## src/rtl/serial_pkg.sv

```systemverilog
// Shared definitions for the stepper-driver serial link (receiver and transmitter).
//   ser_state_e  : frame state encoding (IDLE=0, SHIFT=1)
//   count_width  : bit-counter width for a given word size, never less than 1
package serial_pkg;

   typedef enum logic {
      IDLE  = 1'b0,
      SHIFT = 1'b1
   } ser_state_e;

   function automatic int count_width(input int n);
      int w;
      w = 0;
      while ((1 << w) < n) w++;
      if (w < 1) w = 1;
      return w;
   endfunction

endpackage

```

## src/rtl/sipo_if.sv

```systemverilog
// Parallel word handshake between the serial receiver and its consumer.
//   data_out       : received word, MSB = first bit on the wire
//   data_valid_out : data_out holds an unconsumed word
//   data_ready_in  : consumer accepts data_out this cycle
// master = receiver side, slave = consumer side.
interface sipo_if #(
   parameter int SIZE = 8
);
   logic [SIZE-1:0] data_out;
   logic            data_valid_out;
   logic            data_ready_in;

   modport master (
      output data_out,
      output data_valid_out,
      input  data_ready_in
   );

   modport slave (
      input  data_out,
      input  data_valid_out,
      output data_ready_in
   );
endinterface

```

## src/rtl/sipo_hold_reg.sv

```systemverilog
// Output holding register for the serial receiver: captures each completed
// word, presents it through the valid/ready handshake and flags overruns.
//   clk_in, reset_in : clock, async active-high reset
//   word_done        : a word completes on this edge
//   word             : the completed word
//   rx               : handshake towards the consumer (master side)
//   overrun_out      : 1-cycle pulse, an unconsumed word was overwritten
//   overrun_cnt_out  : saturating overrun count; only built when
//                      SIPO_OVERRUN_CNT_EN is defined, otherwise tied to 0
module sipo_hold_reg #(
   parameter int SIZE = 8
) (
   input  logic            clk_in,
   input  logic            reset_in,
   input  logic            word_done,
   input  logic [SIZE-1:0] word,
   sipo_if.master          rx,
   output logic            overrun_out,
   output logic [7:0]      overrun_cnt_out
);

   logic overrun_nxt;

   // A completion that lands on a transfer edge is not an overrun: the old
   // word leaves as the new one arrives.
   assign overrun_nxt = word_done & rx.data_valid_out & ~rx.data_ready_in;

   always_ff @(posedge clk_in or posedge reset_in) begin
      if (reset_in) begin
         rx.data_out       <= '0;
         rx.data_valid_out <= 1'b0;
         overrun_out       <= 1'b0;
      end else begin
         overrun_out <= overrun_nxt;
         if (word_done) begin
            rx.data_out       <= word;
            rx.data_valid_out <= 1'b1;
         end else if (rx.data_valid_out && rx.data_ready_in) begin
            rx.data_valid_out <= 1'b0;
         end
      end
   end

`ifdef SIPO_OVERRUN_CNT_EN
   always_ff @(posedge clk_in or posedge reset_in) begin
      if (reset_in) begin
         overrun_cnt_out <= 8'h00;
      end else if (overrun_nxt && (overrun_cnt_out != 8'hFF)) begin
         overrun_cnt_out <= overrun_cnt_out + 8'h01;
      end
   end
`else
   assign overrun_cnt_out = 8'h00;
`endif

endmodule

```

## src/rtl/sipo.sv

```systemverilog
// Serial-in/parallel-out receiver: deserialises a continuous MSB-first bit
// stream into SIZE-bit words, aligned to frames by sync_in.
//   clk_in, reset_in : clock, async active-high reset
//   data_in          : serial bit, sampled every edge
//   sync_in          : bit sampled this edge is the first (MSB) of a word
//   rx               : data_out / data_valid_out / data_ready_in handshake
//   overrun_out      : 1-cycle pulse, unconsumed word overwritten
//   frame_err_out    : 1-cycle pulse, sync_in arrived mid-word
//   overrun_cnt_out  : saturating overrun count (SIPO_OVERRUN_CNT_EN), else 0
//
// state | meaning
// IDLE  | unaligned, ignoring data_in until sync_in
// SHIFT | aligned, count = bits of the current word already received
module sipo
   import serial_pkg::*;
#(
   parameter int SIZE = 8
) (
   input  logic       clk_in,
   input  logic       reset_in,
   input  logic       data_in,
   input  logic       sync_in,
   sipo_if.master     rx,
   output logic       overrun_out,
   output logic       frame_err_out,
   output logic [7:0] overrun_cnt_out
);

   localparam int CW = count_width(SIZE);
   localparam logic [CW-1:0] LAST = CW'(SIZE - 1);

   ser_state_e       state, state_nxt;
   logic [CW-1:0]    count, count_nxt;
   // Only SIZE-1 bits need storing; the last bit goes straight into the word.
   logic [SIZE-2:0]  shift, shift_nxt;
   logic [SIZE-1:0]  word;
   logic             word_done;
   logic             frame_err_nxt;

   assign word = {shift, data_in};

   always_ff @(posedge clk_in or posedge reset_in) begin
      if (reset_in) begin
         state         <= IDLE;
         count         <= '0;
         shift         <= '0;
         frame_err_out <= 1'b0;
      end else begin
         state         <= state_nxt;
         count         <= count_nxt;
         shift         <= shift_nxt;
         frame_err_out <= frame_err_nxt;
      end
   end

   always_comb begin
      state_nxt     = state;
      count_nxt     = count;
      shift_nxt     = shift;
      word_done     = 1'b0;
      frame_err_nxt = 1'b0;
      unique case (state)
         IDLE: begin
            if (sync_in) begin
               shift_nxt = (SIZE-1)'(data_in);
               count_nxt = CW'(1);
               state_nxt = SHIFT;
            end
         end
         SHIFT: begin
            if (sync_in && (count != '0)) begin
               // Misaligned sync: drop the partial word and realign here.
               shift_nxt     = (SIZE-1)'(data_in);
               count_nxt     = CW'(1);
               frame_err_nxt = 1'b1;
            end else if (count == LAST) begin
               word_done = 1'b1;
               shift_nxt = (SIZE-1)'(word);
               count_nxt = '0;
            end else begin
               shift_nxt = (SIZE-1)'(word);
               count_nxt = count + CW'(1);
            end
         end
         default: state_nxt = IDLE;
      endcase
   end

   sipo_hold_reg #(
      .SIZE (SIZE)
   ) u_hold (
      .clk_in          (clk_in),
      .reset_in        (reset_in),
      .word_done       (word_done),
      .word            (word),
      .rx              (rx),
      .overrun_out     (overrun_out),
      .overrun_cnt_out (overrun_cnt_out)
   );

endmodule

```

## src/flat_wrapper.sv

```systemverilog
// flat-port wrapper written by rule: the top's interface ports become plain ports
module sipo_flat import serial_pkg::*;
#(
   parameter int SIZE = 8
)
  (clk_in, reset_in, data_in, sync_in, overrun_out, frame_err_out, overrun_cnt_out, rx_data_out, rx_data_valid_out, rx_data_ready_in);
  sipo_if #(.SIZE(SIZE)) rx_i ();
  input  logic clk_in;
  input  logic reset_in;
  input  logic data_in;
  input  logic sync_in;
  output logic overrun_out;
  output logic frame_err_out;
  output logic [7:0] overrun_cnt_out;
  output wire logic [$bits(rx_i.data_out)-1:0] rx_data_out;
  output wire logic [$bits(rx_i.data_valid_out)-1:0] rx_data_valid_out;
  input wire logic [$bits(rx_i.data_ready_in)-1:0] rx_data_ready_in;
  assign rx_data_out = rx_i.data_out;
  assign rx_data_valid_out = rx_i.data_valid_out;
  assign rx_i.data_ready_in = rx_data_ready_in;
  sipo #(.SIZE(SIZE)) u_core (.clk_in(clk_in), .reset_in(reset_in), .data_in(data_in), .sync_in(sync_in), .rx(rx_i), .overrun_out(overrun_out), .frame_err_out(frame_err_out), .overrun_cnt_out(overrun_cnt_out));
endmodule
```

## config.mk

```make
export PLATFORM = sky130hd
export DESIGN_NAME = sipo_flat
export DESIGN_NICKNAME = d
export VERILOG_FILES = /design/src/rtl/serial_pkg.sv /design/src/rtl/sipo_if.sv /design/src/rtl/sipo_hold_reg.sv /design/src/rtl/sipo.sv /design/src/flat_wrapper.sv
export SDC_FILE = /design/constraint.sdc
export NUM_CORES = 1
export LEC_CHECK = 0
export BUFFER_PORTS_ARGS = -buffer_cell sky130_fd_sc_hd__clkbuf_2
export CAP_MARGIN = 10
export CORE_MARGIN = 3
export CORE_UTILIZATION = 40
export DETAILED_ROUTE_END_ITERATION = 6
export HOLD_SLACK_MARGIN = 0.12
export PLACE_DENSITY = 0.62
export REMOVE_ABC_BUFFERS = 1
export SETUP_SLACK_MARGIN = 0.2
export SLEW_MARGIN = 20
export SYNTH_ARGS = -nofsm -noshare
export SYNTH_HDL_FRONTEND = slang
export SYNTH_SLANG_ARGS = --single-unit
```

## constraint.sdc

```tcl
create_clock -name clk_in -period 1.58 [get_ports clk_in]
set_input_delay 0.079 -clock clk_in [delete_from_list [all_inputs] [get_ports clk_in]]
set_output_delay 0.079 -clock clk_in [all_outputs]
set_load 0.05 [all_outputs]
```

==> flow_metrics.py <==
metrics = {
    "setup_path": {
        "cp.required_ns": 1.78,
        "cp-start-kind": "flip-flop",
        "worstPathMaxFanout": 5,
        "cp-end-kind": "flip-flop",
        "cp.arrival_ns": 1.71,
        "crit_type": "reg -> reg",
    },
    "power_and_ir_drop": {
        "powerDensity_nw_per_um2": 1680,
        "power_mw": 2.00,
        "p_leak_nw": 0.608,
        "vdd_drop_max_v": 0.000971,
    },
    "synthesis": {
        "synthesis.area_um2": 935,
        "ys_warn_count": 0,
        "syn_area_per_cell_um2": 13.9,
        "ys_seq_area_share_pct": 58.9,
        "syn_inst": 67,
        "synth_cell_types": 18,
        "ys_seq_elements": 22,
    },
    "timing": {
        "hold_violations": 0,
        "setup_viol": 0,
        "drv_slew": 0,
        "hold_slack_ns": 0.322,
        "min_period_over_period_pct": 95.7,
        "rsz0062_at_grt": "true",
        "fin_worst_skew_ns": 0.000486,
        "fin_crit_ns": 1.51,
        "fmax_mhz": 661,
    },
    "finish": {
        "fillers": 192,
        "layout.nets": 103,
        "fin_util_pct": 57.3,
        "layout-drive-gt1-share_pct": 48.9,
        "diodes": 0,
        "syn_to_final_growth_pct": 27.6,
    },
    "cts": {
        "worstSkewPairLatency_ns": 0.30,
        "clkSinkCount": 22,
        "path_clk_slew_ns": 0.11,
        "root_buffer": "clkbuf_4",
        "htree_levels": 1,
        "max-clock-path-buffers": 2,
        "cts_tree": "yes",
        "cts-buffers-inserted": 3,
    },
    "global_route": {
        "grt_pass1_vias": 572,
        "antenna_found_initial": 0,
        "grt_pass1_wl_um": 2730,
        "grt_usage_pct": 13.5,
        "grt_max_degree": 23,
        "grt-ovfl-total": 0,
    },
    "run_status": {
        "outcome": "finished clean",
    },
    "job": {
        "max-cap-violations": 0,
    },
    "floorplan": {
        "ioPinCount": 24,
        "fp-row-count": 16,
        "core_area_um2": 2080,
        "dieWidth_um": 54.3,
        "dieArea_um2": 2950,
        "start_util_pct": 44.9,
        "die_h_um": 54.3,
    },
    "detailed_routing": {
        "drt_iter0_drc": 5,
        "avgRoutedWirePerCell_um": 13.6,
        "drc": 0,
        "ant_nets": 0,
        "via_count": 564,
        "dr.pass1.iters": 2,
        "vias_per_cell": 4.66,
        "routed_wl_um": 1650,
    },
    "placed_design": {
        "io_buffers": 15,
        "place_congestion": 0.653,
        "place_hpwl_um": 1040,
    },
    "worst_hold_path": {
        "hold_class": "in -> async",
    },
}
-- registers in the layout, indices dropped and copies added, names as in the netlist --
signal                           cells
u_core.u_hold.rx.data_out            8
u_core.shift                         7
u_core.count                         3
u_core.frame_err_out                 1
u_core.state                         1
u_core.u_hold.overrun_out            1
u_core.u_hold.rx.data_valid_out      1
-- layout make-up --
type | count | area [µm²] | share of cell area [%]
multi-input combinational | 38 | 385 | 32.3
sequential | 22 | 551 | 46.2
timing repair buffer | 25 | 168 | 14.1
inverter | 5 | 18.8 | 1.57
clock buffer | 4 | 36.3 | 3.04
tap | 27 | 33.8 | 2.83
-- repair_timing --
item / CTS / global route
hold endpoints to repair: 27 / 0
pin swaps: 3 / 1
hold buffers: 4 / 0
setup endpoints to repair: 18 / 19
setup buffers: 3 / 1
resized for setup: 15 / 2
-- power breakdown --
| part | total (mW) | switching, mW | internal (mW) |
|---|---|---|---|
| sequential | 0.805 | 0.0988 | 0.706 |
| combinational | 0.894 | 0.561 | 0.333 |
| clock | 0.303 | 0.162 | 0.141 |
-- worst max-delay path, cell delays in order, from the launching register on --
cell,delay [ns]
dfrtp_1,0.40
ha_2,0.21
ha_4,0.14
nand2_4,0.05
a21oi_4,0.14
buf_6,0.15
mux2_4,0.30
-- worst paths after layout --
| kind | from | to | slack (ns) | cells past startpoint |
|---|---|---|---|---|
| hold / removal | reset_in | u_core.count[0] | 0.32 | 4 |
| max in group asynchronous | reset_in | u_core.u_hold.rx.data_out[6] | 1.04 | 4 |
| hold reg to reg | u_core.u_hold.rx.data_out[5] | u_core.u_hold.rx.data_out[5] | 0.52 | 1 |
| min in group clk_in | u_core.u_hold.rx.data_out[5] | u_core.u_hold.rx.data_out[5] | 0.52 | 1 |
| setup / recovery | u_core.count[0] | u_core.u_hold.rx.data_out[4] | 0.07 | 6 |
| setup reg to reg | u_core.count[0] | u_core.u_hold.rx.data_out[4] | 0.07 | 6 |
-- cell usage after synthesis --
cell	count	area share, %
a21boi_2	1	1.2
a21o_2	1	0.94
a21oi_4	1	1.7
a22o_1	7	6.6
a22o_2	1	1.1
a22oi_1	1	0.80
and3_2	2	1.6
buf_2	1	0.53
buf_4	8	6.4
conb_1	1	0.40
dfrtp_1	22	59
ha_1	3	4.0
inv_1	5	2.0
mux2_2	9	11
nand2_1	1	0.40
nand2b_4	1	1.5
nor2_1	1	0.40
or2_2	1	0.67
-- cells in the final DEF, fill, tap and decap left out, drive strengths merged, types with 2 or more instances in the layout --
master	n
ha	3
conb	8
mux2	9
a22o	8
buf	6
and3	2
dfrtp	22
inv	5
clkbuf	19
dlygate4sd3	4
-- metal layers --
metal  global-route usage [%]  wire, µm  vias up  part of all wire [%]
met1                     16.6       730      275                    44
li1                         -         -      269                     -
met5                        0         0        -                     0
met3                     5.72        97        2                   5.9
met4                     4.98        17        0                   1.0
met2                     21.1       800       18                    49
-- cells by family after synthesis --
group / count (synthesis) / share of synthesized area [%]
and+or+nand+nor: 6 / 4.55
adders and majority gates: 3 / 4.02
muxes: 9 / 10.8
DFF: 22 / 58.9
other: 1 / 0.401
AOI/OAI and AO/OA: 12 / 12.3
buffers and inverters: 14 / 8.97
-- per-stage QoR --
step | TNS [ns] | std cells | cell area, µm² | worst slack [ns]
2_1_floorplan | 0 | 65 | 896 | 0.145
3_3_place_gp | 0 | 109 | 1020 | 0.0136
3_5_place_dp | -0.0260 | 109 | 1020 | -0.0111
4_1_cts | 0 | 120 | 1180 | 0.111
5_1_grt | 0 | 121 | 1190 | 0.0180
6_report | 0 | 121 | 1190 | 0.0683
(Power assumes the default switching activity.)
